$ cat config.mk
export PLATFORM = sky130hd
export DESIGN_NAME = msk_word_serializer
export DESIGN_NICKNAME = d
export VERILOG_FILES = /design/src/rtl/msk_word_serializer.sv
export SDC_FILE = /design/constraint.sdc
export NUM_CORES = 1
export LEC_CHECK = 0
export CAP_MARGIN = 5
export CORE_ASPECT_RATIO = 2
export CORE_MARGIN = 3
export CORE_UTILIZATION = 64
export CTS_CLUSTER_SIZE = 16
export DETAILED_ROUTE_END_ITERATION = 8
export DONT_BUFFER_PORTS = 1
export PLACE_DENSITY = 0.9
export SYNTH_ARGS = -nofsm -noshare
export SYNTH_HDL_FRONTEND = slang
export SYNTH_SLANG_ARGS = --single-unit
export TNS_END_PERCENT = 5
$ cat constraint.sdc
create_clock -name clk -period 9.91 [get_ports clk]
set_clock_uncertainty 0.05 [all_clocks]
set_input_delay 1.982 -clock clk [delete_from_list [all_inputs] [get_ports clk]]
set_output_delay 1.982 -clock clk [all_outputs]
set_load 0.01 [all_outputs]
$ cat src/rtl/msk_word_serializer.sv
// Masked parallel-to-serial output stage: loads a full d-share masked state in one
// handshake and drains it word by word over a valid/ready stream, shares never combined.
module msk_word_serializer #(
    parameter int d         = 2,
    parameter int WORD_BITS = 32,
    parameter int NWORDS    = 4
) (
    input  logic                          clk,
    input  logic                          rst,
    input  logic                          in_valid,
    output logic                          in_ready,
    input  logic [NWORDS*WORD_BITS*d-1:0] in_data,
    output logic                          out_valid,
    input  logic                          out_ready,
    output logic [WORD_BITS*d-1:0]        out_data,
    output logic                          out_last
);
    localparam int SLICE = WORD_BITS * d;
    localparam int TOTAL = NWORDS * SLICE;
    localparam int IW    = (NWORDS > 1) ? $clog2(NWORDS) : 1;
    localparam logic [IW-1:0] LAST_IDX = IW'(NWORDS - 1);

    localparam logic [0:0] IDLE = 1'b0;
    localparam logic [0:0] SEND = 1'b1;

    logic [0:0]       state;
    logic [IW-1:0]    idx;
    logic [TOTAL-1:0] shreg;
    logic             fire_out;
    logic             load;

    always_comb begin
        out_valid = (state == SEND);
        out_last  = (state == SEND) && (idx == LAST_IDX);
        in_ready  = (state == IDLE) || (out_last && out_ready);
        fire_out  = out_valid && out_ready;
        load      = in_valid && in_ready;
        out_data  = shreg[SLICE-1:0];
    end

    always_ff @(posedge clk) begin
        if (rst) begin
            state <= IDLE;
            idx   <= '0;
        end else if (load) begin
            state <= SEND;
            idx   <= '0;
        end else if (fire_out) begin
            if (out_last) begin
                state <= IDLE;
                idx   <= '0;
            end else begin
                idx <= idx + IW'(1);
            end
        end
    end

    // Masked storage carries no reset; a load on the final beat overrides the shift.
    always_ff @(posedge clk) begin
        if (load) begin
            shreg <= in_data;
        end else if (fire_out) begin
            shreg <= {{SLICE{1'b0}}, shreg[TOTAL-1:SLICE]};
        end
    end

endmodule
==> reports/results.env <==
POWER.SEQUENTIAL.FRACTION_PCT=58.3
ROWS=72
CTS_ROOT_BUFFER='clkbuf_16'
FLOORPLAN.DIE_AREA_MM2=0.0215
SYN_AVG_CELL_AREA_UM2=11.7
WORSTSKEWPAIRLATENCY_NS=0.50
SYNTH_LARGEST_AREA_CELL='edfxtp_1'
GRT_MAX_DEGREE=262
DIE_X_UM=105
POSTPLACECELLAREA_MM2=0.0119
GRT_ANTENNA_BEFORE_REPAIR=11
FINAL_NETS=1207
VIAS_IN_THE_FIRST_GLOBAL_ROUTE=7437
UTILIZATION_PCT=64.9
RRSETUPSLACK_NS=6.16
CELL_INTERNAL_PWR_mW=1.85
DRTPASS1ITERATIONS=6
INITIAL_CORE_UTIL_PCT=65.1
ROUTED_VIA_DENSITY=6.34
MAX-SLEW-MARGIN-REL_PCT=22.3
GLOBAL_ROUTE_WIRE_LENGTH_BEFORE_REPAIR_UM=39000
SYNTH.YOSYS.SEQ_AREA_SHARE_PCT=61.5
DETAIL-ROUTE-ANTENNA-NETS=0
WORST-PATH-BUF-INV=1
CRIT_FAMILY='buffers and inverters'
SYNTH-MAIN-FF-CELL='edfxtp_1'
CRITICAL_PATH.ENDPOINT_TYPE='primary output'
TIMING.FINAL.WS_SETUP_NS=5.11
STARTPOINT_TYPE='input pin'
SYNTH_LARGEST_TYPE_AREA_FRACTION_PCT=61.0
CTSHOLDBUFFERS=0
FRACTION_OF_FINAL_LAYOUT_CELLS_WITH_DRIVE_STRENGTH_GREATER_THAN_1_PCT=6.37
PWR_DENSITY_CELL_mW_PER_MM2=190
DRV_CAP=0
WORST_PATH_CELL_TRACE='a21boi_4 -> inv_2'
POST-LAYOUT-TOTAL-POWER_mW=2.39
FINAL_MAX_SLEW_VIOL_COUNT=0
WORST-ENDPOINT-REQUIRED_NS=7.88
FINALCRITICALPERIOD_NS=4.80
DIE_Y_UM=204
COMBINATIONALPOWERSHARE_PCT=9.0
GR-USAGE-ALL-LAYERS_PCT=22.7
DETAILEDPLACEMENTHPWL_UM=16000
NUMCLOCKSINKS=259
P_LEAK_nW=4.94
CLKTRANSATPATHREGS_NS=0.06
CLKPWRFRAC_PCT=32.7
REGISTER_AREA_MM2=0.00775
TIMING.CRITICAL_PATH.SLOWEST_STAGE_CELL='inv_2'
CRIT_PATH_MAX_INCR_DELAY_NS=0.73
FIN_AREA_MM2=0.0126
FILLER_CELL_COUNT=1392
TOP_LEVEL_PORTS=327
WORST_SLEW_PIN_TRAN_NS=1.17
NUMCTSBUFFERS=22
YOSYS.CELL_COUNT.TOP_TYPE='edfxtp_1'
SYNTH_FP_NETS=1341
POST-CTS-SETUP-BUFFER-COUNT=0
SYNTHTOPCELLSBYCOUNT='256 x edfxtp_1, 193 x inv_1, 192 x nand2_1, 173 x o32ai_1, 65 x and3_1'
CTS_REPAIR_RESIZE_COUNT=0
SYNTH.LIB_CELLS_USED.DISTINCT=25
IO_BUFFER_COUNT=0
WORST_IR_DROP_VDD_uV=166
CTS_MAX_LEVEL=1
ROUTED-VIA-COUNT=7734
DRTITER0DRC=651
SETUP_VIOLATIONS=0
CTS_TREE='done'
NETSWITCHINGFRACTION_PCT=22.6
COMBINED_AREA_OF_THE_MULTI_INPUT_LOGIC_CELLS_MM2=0.00309
COUNT_OF_FLIP_FLOPS_WITH_A_BUILT_IN_ENABLE_AFTER_SYNTHESIS=256
FLOORPLAN.CORE_AREA_MM2=0.0194
GLOBALPLACE.CONGESTION=0.837
TIMING.FMAX_MHz=208
PRECTSSETUPSLACK_NS=4.64
CRITPATHKIND='in -> out'
SYN-INSTANCE-COUNT=1080
RSZ0062_AT_GRT='false'
WIRELENGTH_PER_CELL_UM=21.2
REPORT.FINAL.HOLD_VIOL_COUNT=0
GRT_OVERFLOW=0
DRC=0
OUTCOME='finished, final reports clean'
HOLD_PATH_CLASS='reg -> reg'
POSTROUTEWIRELENGTH_UM=25900
CTS-ROOT-TO-SINK-BUFFERS=3
MIN_PERIOD_OVER_PERIOD_PCT=48.5
CP_MAX_FO=67
POST_SYNTH_INSTANCE_AREA_MM2=0.0126
SYNTHARSTFLOPSHARE_PCT=0
YS_WARN_COUNT=0
SYNTHTOPCELLSBYAREA='edfxtp_1 61%, o32ai_1 12%, inv_1 5.7%'
FIN_TNS_SETUP_NS=0
POWER.SWITCHING_mW=0.540
SYN_TO_FINAL_GROWTH_PCT=-0.178
CP_DATA_ARRIVAL_TIME_NS=2.77
YOSYS_REGISTER_BITS=259
## path summary, 6_finish.rpt
kind                            startpoint          to  depth (start not counted)
worst max-delay path             out_ready    in_ready                          2
worst min-delay path                idx[0]      idx[0]                          2
worst max register to register   out_valid  shreg[100]                          4
worst min register to register      idx[0]      idx[0]                          2
## layout make-up
cell class | instances | area share (%)
Timing Repair Buffer | 7 | 0.418
Clock inverter | 7 | 0.279
Antenna cell | 4 | 0.0796
Multi-Input combinational cell | 462 | 24.5
Clock buffer | 28 | 4.73
Tap cell | 259 | 2.58
Inverter | 194 | 5.79
Sequential cell | 259 | 61.6
## sequential cells by signal, summed over array words and instances, names as in the netlist
signal	count
idx	2
out_valid	1
shreg	256
## power by group through the flow
stage / Sequential, mW / Combinational [mW] / Clock [mW]
after CTS: 1.40 / 0.217 / 0.799
after global placement: 1.41 / 0.204 / 0
after detailed placement: 1.42 / 0.216 / 0
after global routing: 1.40 / 0.242 / 0.839
final: 1.39 / 0.216 / 0.781
after floorplan: 1.40 / 0.242 / 0
## placed cells by master (no fill, tap or decap), types with 2 or more instances in the layout
| cell | count |
|---|---|
| dfxtp_1 | 3 |
| clkbuf_16 | 23 |
| inv_1 | 193 |
| clkinv_2 | 4 |
| o32ai_1 | 173 |
| edfxtp_1 | 256 |
| diode_2 | 4 |
| clkbuf_1 | 5 |
| buf_4 | 7 |
| clkinv_1 | 2 |
| nand2_1 | 192 |
| o32ai_2 | 19 |
| and3_1 | 64 |
## kinds of logic after synthesis
family / after synthesis / share of synthesized area (%)
DFF: 259 / 61.5
buffers and inverters: 359 / 14.2
and+or+nand+nor: 263 / 9.30
AOI/OAI and AO/OA: 198 / 14.9
adders and majority gates: 1 / 0.0993
## stage by stage
step / hold slack, ns / cells
after floorplan: 0.439 / 1080
after global placement: 0.454 / 1181
after detailed placement: 0.481 / 1181
after CTS: 0.490 / 1216
after global routing: 0.534 / 1220
final: 0.483 / 1220
## metal layers
layer	share of wire [%]	global-route usage, %
met1	35	28.1
met2	51	37.2
met3	7.4	4.71
met4	5.8	13.0
met5	0.30	0
Note: power is estimated with default switching activity, not from simulation.
